$ cat src/rtl/mem_sample_logger.sv
// mem_sample_logger: port-A write master for the dual-bank sample memory.
// Circular pre-trigger capture of (x,y) pairs; freezes after POST_SAMPLES.
module mem_sample_logger #(
  parameter int ADDR_WIDTH   = 10,
  parameter int DATA_WIDTH   = 16,
  parameter int POST_SAMPLES = 256
) (
  input  logic                  clk,
  input  logic                  reset,
  input  logic                  arm,
  input  logic                  trigger,
  input  logic                  in_valid,
  input  logic [DATA_WIDTH-1:0] in_x,
  input  logic [DATA_WIDTH-1:0] in_y,
  output logic                  in_ready,
  output logic [ADDR_WIDTH-1:0] addr_a,
  output logic [DATA_WIDTH-1:0] data_a,
  output logic                  we_a,
  output logic [ADDR_WIDTH-1:0] trig_addr,
  output logic [ADDR_WIDTH-1:0] oldest_addr,
  output logic [ADDR_WIDTH-1:0] fill,
  output logic                  done
);

  typedef enum logic [1:0] {
    IDLE,
    CAPT,
    SECOND,
    DONE
  } state_t;

  localparam logic [ADDR_WIDTH-1:0] FILL_MAX =
    {1'b1, {(ADDR_WIDTH-1){1'b0}}};
  localparam logic [ADDR_WIDTH:0] POST_N =
    (ADDR_WIDTH+1)'(POST_SAMPLES);

  state_t state, state_nxt;

  logic [ADDR_WIDTH-1:0] wr_ptr;
  logic [ADDR_WIDTH-1:0] wr_ptr_p2;
  logic [ADDR_WIDTH-1:0] post_cnt;
  logic [ADDR_WIDTH:0]   post_inc;
  logic [DATA_WIDTH-1:0] y_hold;
  logic                  trig_seen;
  logic                  cur_post;
  logic                  wrapped;
  logic                  accept;
  logic                  trig_new;
  logic                  last_post;

  assign wr_ptr_p2 = wr_ptr + ADDR_WIDTH'(2);
  assign post_inc  = {1'b0, post_cnt} + (ADDR_WIDTH+1)'(1);
  assign last_post = cur_post && (post_inc == POST_N);
  assign accept    = in_valid && in_ready;
  assign trig_new  = trigger && !trig_seen;

  assign oldest_addr = wrapped ? wr_ptr : '0;

  always_ff @(posedge clk) begin
    if (reset) begin
      state <= IDLE;
    end else begin
      state <= state_nxt;
    end
  end

  always_comb begin
    state_nxt = state;
    unique case (state)
      IDLE, DONE: if (arm) state_nxt = CAPT;
      CAPT:       if (accept) state_nxt = SECOND;
      SECOND:     state_nxt = last_post ? DONE : CAPT;
      default:    state_nxt = IDLE;
    endcase
  end

  always_comb begin
    in_ready = 1'b0;
    done     = 1'b0;
    unique case (state)
      CAPT:    in_ready = 1'b1;
      DONE:    done     = 1'b1;
      default: ;
    endcase
  end

  // A sample is post-trigger if the trigger was seen at or before its accept.
  always_ff @(posedge clk) begin
    if (reset) begin
      addr_a    <= '0;
      data_a    <= '0;
      we_a      <= 1'b0;
      trig_addr <= '0;
      fill      <= '0;
      wr_ptr    <= '0;
      post_cnt  <= '0;
      y_hold    <= '0;
      trig_seen <= 1'b0;
      cur_post  <= 1'b0;
      wrapped   <= 1'b0;
    end else begin
      we_a <= 1'b0;
      unique case (state)
        IDLE, DONE: begin
          if (arm) begin
            wr_ptr    <= '0;
            fill      <= '0;
            post_cnt  <= '0;
            trig_seen <= 1'b0;
            wrapped   <= 1'b0;
          end
        end
        CAPT: begin
          if (accept) begin
            addr_a   <= wr_ptr;
            data_a   <= in_x;
            we_a     <= 1'b1;
            y_hold   <= in_y;
            cur_post <= trig_seen | trigger;
          end
          if (trig_new) begin
            trig_seen <= 1'b1;
            trig_addr <= wr_ptr;
          end
        end
        SECOND: begin
          addr_a <= wr_ptr + ADDR_WIDTH'(1);
          data_a <= y_hold;
          we_a   <= 1'b1;
          wr_ptr <= wr_ptr_p2;
          if (fill != FILL_MAX) begin
            fill <= fill + ADDR_WIDTH'(1);
          end
          if (wr_ptr_p2 == '0) begin
            wrapped <= 1'b1;
          end
          if (cur_post) begin
            post_cnt <= post_inc[ADDR_WIDTH-1:0];
          end
          if (trig_new) begin
            trig_seen <= 1'b1;
            trig_addr <= wr_ptr_p2;
          end
        end
        default: ;
      endcase
    end
  end

endmodule

$ cat config.mk
export PLATFORM = sky130hd
export DESIGN_NAME = mem_sample_logger
export DESIGN_NICKNAME = d
export VERILOG_FILES = /design/src/rtl/mem_sample_logger.sv
export SDC_FILE = /design/constraint.sdc
export NUM_CORES = 1
export LEC_CHECK = 0
export BUFFER_PORTS_ARGS = -buffer_cell sky130_fd_sc_hd__buf_2
export CAP_MARGIN = 20
export CORE_ASPECT_RATIO = 0.75
export CORE_MARGIN = 3
export CORE_UTILIZATION = 55
export CTS_BUF_LIST = sky130_fd_sc_hd__clkbuf_8
export CTS_CLUSTER_SIZE = 30
export DETAILED_ROUTE_END_ITERATION = 8
export GPL_ROUTABILITY_DRIVEN = 1
export PLACE_DENSITY = 0.84
export SYNTH_ARGS = -nofsm -noshare
export SYNTH_HDL_FRONTEND = slang
export SYNTH_SLANG_ARGS = --single-unit
$ cat constraint.sdc
create_clock -name clk -period 3.3 [get_ports clk]
set_input_delay 0.33 -clock clk [delete_from_list [all_inputs] [get_ports clk]]
set_output_delay 0.33 -clock clk [all_outputs]
set_load 0.02 [all_outputs]
==> results.py, run 1 <==
metrics = {
    "status": {
        "status": "finished clean",
    },
    "pwr": {
        "power_leakage_nw": 1.98,
        "intPower_w": 0.00169,
        "swShare_pct": 28.7,
        "pwr-share-comb_pct": 17.4,
        "power_frac_seq_pct": 47.9,
        "peakVddDrop_v": 0.000283,
        "power_frac_clock_pct": 34.7,
        "p_switching_w": 0.000680,
        "power.density_nw_per_um2": 493,
    },
    "yosys": {
        "synth_commonest_cells": "dfxtp_1 (86), nand2_1 (75), nor2_1 (64), a21oi_1 (39), a211oi_1 (27)",
        "ys_seq_area_share_pct": 41.5,
        "postSynth.asyncResetShare_pct": 0,
        "syn_avg_cell_area_um2": 8.21,
        "yosys.area_share.simple_pct": 23.9,
        "syn_inst": 505,
        "synth_area_um2": 4150,
        "synth.area.top_cells": "dfxtp_1 (42%), nand2_1 (6.8%), nor2_1 (5.8%), a211oi_1 (4.9%), a21oi_1 (4.7%)",
        "synth_cell_types": 50,
        "muxShareOfSynthArea_pct": 5.94,
        "synth.most_common_cell": "dfxtp_1",
        "synth_compound_area_share_pct": 16.7,
        "synth_edf_count": 0,
        "synth_xor_area_share_pct": 3.17,
        "yosysWarnings": 0,
        "synth_top_family_by_area": "simple AND/OR/NAND/NOR gates",
        "synth_fa_ha_area_share_pct": 3.02,
        "ys.flop_type": "dfxtp_1",
        "synth_largest_area_cell": "dfxtp_1",
        "netlist.area_leader.share_pct": 41.5,
        "ys_seq_elements": 86,
    },
    "final_layout": {
        "diodes": 0,
        "nets": 619,
        "post-route-util_pct": 68.1,
        "final_cells": 675,
        "drive_gt1_share_pct": 21.8,
        "area_growth_pct": 15.9,
    },
    "global_route": {
        "grt_overflow": 0,
        "grt_pass1_wl_um": 15600,
        "grt_max_degree": 47,
        "grtUsageTotal_pct": 22.4,
        "grtUsageMet3_pct": 5.72,
        "grtUsageMet2_pct": 37.1,
        "grt_busiest_layer": "met2",
        "met1_usage_pct": 28.7,
        "grt_pass1_vias": 3386,
        "antenna_found_initial": 0,
    },
    "detailed_routing": {
        "post_drt_wl_per_cell_um": 14.3,
        "drc": 0,
        "vias": 3794,
        "viasPerCell": 5.62,
        "first_pass_iters": 6,
        "wirelength_um": 9670,
        "detail_route.iter0.violations": 205,
        "antenna_left": 0,
    },
    "timing": {
        "worst_slew_pin_slew_ns": 0.679,
        "hold_viol": 0,
        "tns_ns": 0,
        "max-slew-margin-rel_pct": 54.6,
        "setup_violations": 0,
        "fin_crit_sh_pct": 67.7,
        "rsz0062_at_grt": "false",
        "period_minus_slack_ns": 2.23,
        "maxSlewViolCount": 0,
        "fin_skew_ns": 0.0152,
        "hold_slack_ns": 0.200,
        "fmaxAchievable_ghz": 0.448,
    },
    "die": {
        "rows": 26,
        "start_util_pct": 58.8,
        "io_pins": 96,
        "die_x_um": 106,
        "core-area_um2": 7060,
        "fp.dieH_um": 81.2,
        "die_area_um2": 8630,
    },
    "clocking": {
        "root_buffer": "clkbuf_8",
        "clock_latency_ns": 0.36,
        "clk_pin_slew_ns": 0.10,
        "cts_buffers": 9,
        "clockBufferDepth": 2,
        "cts-hold-fix-buffers": 0,
        "htree_levels": 3,
        "post_cts_resized": 0,
        "cts_setup_buffers": 0,
        "clock-sinks": 86,
        "cts_tree": "done",
    },
    "worst_setup_path": {
        "path_buf_inv": 3,
        "start_kind": "flop",
        "worstPathArrival_ns": 2.49,
        "worstPathRequired_ns": 3.56,
        "crit_slowest_cell": "buf_4",
        "end_kind": "flop",
        "path_cells": "inv_1 -> ha_1 -> nand2_1 -> buf_4 -> nand2_1 -> buf_4 -> nor2_1 -> a211oi_1",
        "crit_family": "buffers and inverters",
        "critical_path_class": "flop to flop",
        "worst-path-max-fanout": 41,
        "worst_path_largest_cell_delay_ns": 0.37,
    },
    "placed_design": {
        "port_buffers": 93,
        "place.gp.congestion": 0.796,
        "hpwl_um": 6930,
        "placedCellCount": 659,
    },
    "flow_run": {
        "max-cap-violations": 0,
    },
    "worst_hold_path": {
        "hp-class": "input pin to flop",
    },
}
## final timing paths
kind | from | cells past startpoint | endpoint | slack (ns)
min | in_y[9] | 3 | y_hold[9] | 0.20
max | state[1] | 8 | data_a[15] | 1.07
min reg2reg | addr_a[6] | 2 | addr_a[6] | 0.45
max reg2reg | state[1] | 8 | data_a[15] | 1.07
## cell type report
| type | instances | area [um^2] |
|---|---|---|
| clock buffer | 10 | 138 |
| clock inverter | 6 | 85.1 |
| fill | 575 | 2250 |
| inverter | 9 | 33.8 |
| multi-input combinational | 367 | 2200 |
| sequential | 86 | 1720 |
| tap | 98 | 123 |
| timing repair buffer | 99 | 510 |
## cells in the final DEF, fill, tap and decap left out, types with 3 or more instances in the layout
cell type  instances
dfxtp_1           86
a22oi_1            7
nor2_1            64
nand2b_1           4
nor3_1             8
buf_4              6
a31oi_1            4
mux2i_1           19
nand4_1            9
mux2_2             5
or3_1              4
ha_1               9
and3_1             7
a21oi_1           39
nor3b_1            4
clkbuf_8          10
o21ai_1            8
nor4_1             4
buf_2             93
nor4b_1            3
nand2_1           75
a211oi_1          27
inv_1             11
and2_1            11
o21ai_0            4
xor2_1            13
nand3_1            9
## kinds of logic after synthesis
group                    after synthesis
flip-flops                            86
adder cells (fa/ha/maj)               10
AO/OA/AOI/OAI                        107
buffers and inverters                 53
XOR/XNOR                              15
AND/OR/NAND/NOR                      209
other                                  1
multiplexers                          24
## per-stage QoR
| step | worst slack (ns) | cell area, um^2 | total power, W |
|---|---|---|---|
| after global placement | 1.20 | 4590 | 0.00156 |
| after floorplan | 1.39 | 4150 | 0.00145 |
| after detailed placement | 1.07 | 4590 | 0.00157 |
| final | 1.07 | 4810 | 0.00237 |
| after global routing | 0.896 | 4810 | 0.00247 |
| after CTS | 1.07 | 4810 | 0.00238 |
## worst min-delay path, stage by stage
cell and delay, ns:
buf_2 0.10, nand2_1 0.04, a21oi_1 0.05
## power groups by stage
stage          Clock [W]  Sequential, W  Combinational (W)
6_report        0.000822        0.00114           0.000413
3_5_place_dp           0        0.00116           0.000413
4_1_cts         0.000833        0.00114           0.000415
2_1_floorplan          0        0.00121           0.000243
3_3_place_gp           0        0.00116           0.000400
5_1_grt         0.000874        0.00114           0.000457
## per-layer routing
| metal | part of all wire, % | vias to the layer above |
|---|---|---|
| li1 | - | 1882 |
| met1 | 44 | 1778 |
| met2 | 48 | 120 |
| met3 | 6.2 | 14 |
| met4 | 1.0 | 0 |
| met5 | 0 | - |
## state kept, by name, indices dropped and copies added (netlist names)
name / count
addr_a: 10
cur_post: 1
data_a: 16
fill: 10
post_cnt: 10
state: 2
trig_addr: 9
trig_seen: 1
we_a: 1
wr_ptr: 9
wrapped: 1
y_hold: 16
Power figures use the tool's default switching activity.
==> inputs of run 2 (changes only) <==
- ABC_AREA: default -> 1
- PLACE_DENSITY: 0.84 -> 0.85
- clock period: 3.3 -> 2.22 ns (I/O delays scaled with it)
==> run 2 against run 1 <==
Synthesized area decreased by 4.6%. Flip-flop and latch count stayed put. Worst setup slack got worse by 0.90 ns.
==> results.py, run 2 <==
metrics = {
    "timing": {
        "rsz0062_at_grt": "false",
        "setup_ws_ns": 0.167,
        "tns_ns": 0,
        "setup_violations": 0,
        "maxSlewViolCount": 0,
        "hold_viol": 0,
        "max-slew-margin-rel_pct": 65.8,
        "hold_slack_ns": 0.114,
        "fin_crit_sh_pct": 92.5,
        "fin_skew_ns": 0.00873,
        "fmaxAchievable_ghz": 0.487,
        "worst_slew_pin_slew_ns": 0.513,
        "period_minus_slack_ns": 2.05,
    },
    "global_route": {
        "grt_max_degree": 55,
        "grt_pass1_wl_um": 16800,
        "grtUsageTotal_pct": 24.6,
        "grt_overflow": 0,
        "grt_pass1_vias": 3660,
        "antenna_found_initial": 0,
    },
    "final_layout": {
        "top_regs": "data_a x16, y_hold x16",
        "final_common_cell": "nand2_1",
        "nets": 704,
        "final_cell_mix": "nand2_1 (138), buf_2 (93), dfxtp_1 (86)",
        "area_growth_pct": 19.2,
        "drive_gt1_share_pct": 19.6,
        "diodes": 0,
        "final_cells": 760,
    },
    "worst_setup_path": {
        "end_kind": "flop",
        "worst-path-max-fanout": 12,
        "crit_slowest_cell": "dfxtp_1",
        "worstPathRequired_ns": 2.45,
        "worst_path_largest_cell_delay_ns": 0.40,
        "critPathMostFrequentCell": "inv_1",
        "critical_path_class": "flop to flop",
        "path_cells": "inv_1 -> ha_1 -> inv_1 -> nor2_2 -> a21oi_4 -> inv_4 -> nor2_4 -> buf_4 -> inv_2 -> a21oi_1 -> nor2_1",
        "start_kind": "flop",
        "worstPathArrival_ns": 2.28,
    },
    "yosys": {
        "synth_compound_area_share_pct": 17.7,
        "synth.area.top_cells": "dfxtp_1 (44%), nand2_1 (13%), o21ai_0 (7.5%), a21oi_1 (6.3%), nor2_1 (6.1%)",
        "synth_commonest_cells": "nand2_1 (138), dfxtp_1 (86), nor2_1 (64), o21ai_0 (59)",
        "synth_area_um2": 3960,
        "ys_seq_area_share_pct": 43.5,
        "syn_avg_cell_area_um2": 6.97,
        "synth_xor_area_share_pct": 1.77,
        "syn_inst": 568,
        "synth_cell_types": 31,
        "synth_fa_ha_area_share_pct": 3.16,
        "yosysWarnings": 0,
        "netlist.area_leader.share_pct": 43.5,
        "synth_largest_area_cell": "dfxtp_1",
        "postSynth.asyncResetShare_pct": 0,
        "synth_top_family_by_area": "simple AND/OR/NAND/NOR gates",
        "synth_edf_count": 0,
        "muxShareOfSynthArea_pct": 0,
        "ys_seq_elements": 86,
        "ys.flop_type": "dfxtp_1",
        "synth.most_common_cell": "nand2_1",
        "yosys.area_share.simple_pct": 25.7,
    },
    "placed_design": {
        "place_ws_ns": 0.101,
        "port_buffers": 93,
        "hpwl_um": 7400,
        "place.gp.congestion": 0.945,
        "placedCellCount": 742,
    },
    "clocking": {
        "cts_tree": "done",
        "clock-sinks": 86,
        "root_buffer": "clkbuf_8",
        "clk_pin_slew_ns": 0.09,
        "clockBufferDepth": 2,
        "htree_levels": 3,
        "cts-hold-fix-buffers": 0,
        "cts_buffers": 9,
        "clock_latency_ns": 0.35,
    },
    "pwr": {
        "power_leakage_nw": 2.12,
        "swShare_pct": 35.9,
        "power.density_nw_per_um2": 844,
        "power_frac_clock_pct": 25.0,
        "peakVddDrop_v": 0.000463,
        "p_switching_w": 0.00143,
        "pwr-share-comb_pct": 28.2,
        "intPower_w": 0.00255,
        "power_frac_seq_pct": 46.7,
    },
    "detailed_routing": {
        "wirelength_um": 10300,
        "post_drt_wl_per_cell_um": 13.5,
        "viasPerCell": 5.31,
        "vias": 4036,
        "drc": 0,
        "first_pass_iters": 5,
        "antenna_left": 0,
        "detail_route.iter0.violations": 264,
    },
    "die": {
        "die_area_um2": 8260,
        "die_x_um": 104,
        "fp.dieH_um": 79.5,
        "core-area_um2": 6900,
        "start_util_pct": 57.4,
        "io_pins": 96,
        "rows": 26,
    },
    "status": {
        "status": "finished clean",
    },
    "worst_hold_path": {
        "hp-class": "input pin to flop",
    },
    "flow_run": {
        "max-cap-violations": 0,
    },
}
run 2: final timing paths:
path	end	cells past startpoint	slack [ns]	startpoint
setup / recovery	fill[8]	11	0.17	state[0]
hold / removal	y_hold[3]	3	0.11	in_y[3]
setup reg to reg	fill[8]	11	0.17	state[0]
hold reg to reg	data_a[14]	2	0.47	y_hold[14]
run 2: area by class of cell:
class	instances	area, um^2
clock inverters	6	45.0
clock buffers	10	138
well taps	98	123
multi-input cells	401	1930
repair buffers	105	556
fillers	597	2180
inverters	54	205
flip-flops and latches	86	1720
run 2: logic make-up (layout without fill, tap and decap cells):
kind of cell	Yosys count	count (layout)
compound gates	133	133
xor+xnor	8	8
fa+ha+maj	10	10
buf+inv	82	175
flops	86	86
other cells	1	2
simple gates	248	248
run 2: metal layers:
layer	up-vias	wire length, um	global-route usage (%)
met4	0	198	8.63
li1	2029	-	-
met5	-	0	0
met3	16	815	6.71
met2	162	4710	39.8
met1	1829	4540	31.9
run 2: power by group through the flow:
| stage | registers, W | clock network (W) | logic [W] |
|---|---|---|---|
| final | 0.00186 | 0.000997 | 0.00112 |
| after global routing | 0.00188 | 0.00108 | 0.00124 |
| after CTS | 0.00186 | 0.00102 | 0.00110 |
| after detailed placement | 0.00189 | 0 | 0.00109 |
| after global placement | 0.00188 | 0 | 0.00105 |
| after floorplan | 0.00206 | 0 | 0.000549 |
run 2: timing repair:
item	CTS	global route
gates resized for setup	0	3
endpoints found under the setup margin	0	4
endpoints found under the hold margin	0	0
setup buffers	0	2
run 2: metrics by stage:
stage	total power [W]	area (um^2)	util, %
2_1_floorplan	0.00261	3960	-
3_3_place_gp	0.00293	4510	65.4
3_5_place_dp	0.00298	4510	65.4
4_1_cts	0.00397	4690	68.0
5_1_grt	0.00420	4720	68.4
6_report	0.00398	4720	68.4
run 2: worst max-delay path, delay by kind of cell (launching register included):
| kind | cells | cell delay [ns] |
|---|---|---|
| buf+inv | 5 | 0.55 |
| flops | 1 | 0.40 |
| compound gates | 2 | 0.35 |
| fa+ha+maj | 1 | 0.33 |
| simple gates | 3 | 0.29 |
==> inputs of run 3 (changes only) <==
- GPL_TIMING_DRIVEN: default -> 0
==> run 3 against run 2 <==
Non-clock buffer count up 16. Sequential power about the same. Cell count up 2.1%.
==> results.py, run 3 (same netlist as run 2, synthesis figures left out) <==
metrics = {
    "detailed_routing": {
        "post_drt_wl_per_cell_um": 13.9,
        "vias": 4222,
        "first_pass_iters": 5,
        "antenna_left": 0,
        "wirelength_um": 10800,
        "detail_route.iter0.violations": 272,
        "viasPerCell": 5.44,
        "drc": 0,
    },
    "status": {
        "status": "finished clean",
    },
    "global_route": {
        "grt_pass1_wl_um": 17700,
        "grt_overflow": 0,
        "antenna_found_initial": 0,
        "grt_max_degree": 16,
        "grtUsageTotal_pct": 26.0,
        "grt_pass1_vias": 3817,
    },
    "final_layout": {
        "area_growth_pct": 19.5,
        "postLayoutCellArea_um2": 4730,
        "final_cell_mix": "nand2_1 (138), buf_2 (94), dfxtp_1 (86)",
        "final_cells": 776,
        "nFillCells": 577,
        "drive_gt1_share_pct": 18.3,
        "top_regs": "data_a x16, y_hold x16",
        "diodes": 0,
        "final_common_cell": "nand2_1",
        "nets": 720,
    },
    "pwr": {
        "power.density_nw_per_um2": 844,
        "p_switching_w": 0.00149,
        "power_frac_seq_pct": 46.5,
        "pwr-share-comb_pct": 28.3,
        "peakVddDrop_v": 0.000419,
        "intPower_w": 0.00250,
        "power_frac_clock_pct": 25.2,
        "power_leakage_nw": 2.12,
        "swShare_pct": 37.3,
    },
    "timing": {
        "fin_crit_sh_pct": 96.0,
        "fmaxAchievable_ghz": 0.469,
        "fin_skew_ns": 0.0114,
        "rsz0062_at_grt": "true",
        "worst_slew_pin_slew_ns": 0.730,
        "hold_viol": 0,
        "setup_violations": 0,
        "hold_slack_ns": 0.100,
        "period_minus_slack_ns": 2.13,
        "maxSlewViolCount": 0,
        "max-slew-margin-rel_pct": 51.0,
    },
    "clocking": {
        "clock-sinks": 86,
        "clk_pin_slew_ns": 0.09,
        "cts-hold-fix-buffers": 0,
        "htree_levels": 3,
        "root_buffer": "clkbuf_8",
        "clockBufferDepth": 2,
        "cts_buffers": 9,
        "cts_tree": "done",
        "clock_latency_ns": 0.36,
    },
    "die": {
        "core-area_um2": 6900,
        "rows": 26,
        "die_area_um2": 8260,
        "fp.dieH_um": 79.5,
        "die_x_um": 104,
        "start_util_pct": 57.4,
        "io_pins": 96,
    },
    "worst_setup_path": {
        "path_cells": "inv_1 -> ha_1 -> buf_1 -> buf_1 -> nand3_1 -> a21oi_1",
        "crit_family": "buffers and inverters",
        "end_kind": "flop",
        "worstPathRequired_ns": 2.51,
        "path_buf_inv": 3,
        "r2r_cells": 6,
        "crit_slowest_cell": "buf_1",
        "critPathMostFrequentCell": "buf_1",
        "worstPathArrival_ns": 2.42,
        "crit_cells": 6,
        "worst_path_largest_cell_delay_ns": 0.54,
        "critical_path_class": "flop to flop",
        "start_kind": "flop",
        "worst-path-max-fanout": 10,
    },
    "placed_design": {
        "placedCellCount": 759,
        "place.gp.congestion": 0.917,
        "port_buffers": 92,
        "hpwl_um": 7970,
        "placed_area_um2": 4540,
    },
    "worst_hold_path": {
        "hold_depth": 2,
        "hp-class": "input pin to flop",
    },
    "flow_run": {
        "max-cap-violations": 0,
    },
}
-- run 3: changes by cell type in the layout (fill, tap and decap cells not counted), moves of 3 or more --
| cell | delta |
|---|---|
| buf_1 | +3 |
| buf_4 | -9 |
| clkbuf_2 | +4 |
| clkbuf_1 | +17 |
-- run 3: worst paths after layout --
kind	slack (ns)	endpoint	startpoint
hold / removal	0.10	trig_seen	arm
hold reg to reg	0.48	data_a[2]	y_hold[2]
setup reg to reg	0.09	wr_ptr[2]	state[0]
setup / recovery	0.09	wr_ptr[2]	state[0]
-- run 3: cell type report --
type | count | area [um^2] | share of cell area (%)
buffer | 28 | 120 | 2.54
timing repair buffer | 93 | 468 | 9.89
tap | 98 | 123 | 2.59
inverter | 54 | 203 | 4.29
multi-input combinational | 401 | 1920 | 40.6
sequential | 86 | 1720 | 36.4
clock buffer | 9 | 124 | 2.62
clock inverter | 7 | 50.0 | 1.06
-- run 3: metrics by stage --
| step | power (W) | util [%] | setup WS, ns | TNS (ns) |
|---|---|---|---|---|
| floorplan | 0.00261 | - | 0.407 | 0 |
| global placement | 0.00295 | 65.9 | 0.0725 | 0 |
| detailed placement | 0.00298 | 65.9 | 0.0310 | 0 |
| CTS | 0.00397 | 68.4 | 0.0146 | 0 |
| global route | 0.00419 | 68.6 | -0.0406 | -0.167 |
| finish | 0.00399 | 68.6 | 0.0883 | 0 |
-- run 3: timing repair --
action / 4_1_cts / 5_1_grt
setup endpoints to repair: 0 / 34
buffers inserted: 0 / 1
endpoints found under the hold margin: 0 / 0
resized for setup: 0 / 8
-- run 3: per-layer routing --
metal  up-vias  track usage, %  wire [um]
met2       202            42.0       4920
li1       2062               -          -
met1      1936            34.3       4660
met5         -               0          0
met3        22            6.95        992
met4         0            7.97        206
-- run 3: power groups by stage --
stage / sequential [W] / clock (W) / combinational, W
after global placement: 0.00188 / 0 / 0.00107
final: 0.00186 / 0.00100 / 0.00113
after global routing: 0.00188 / 0.00107 / 0.00124
after CTS: 0.00185 / 0.00101 / 0.00110
after floorplan: 0.00206 / 0 / 0.000549
after detailed placement: 0.00188 / 0 / 0.00110
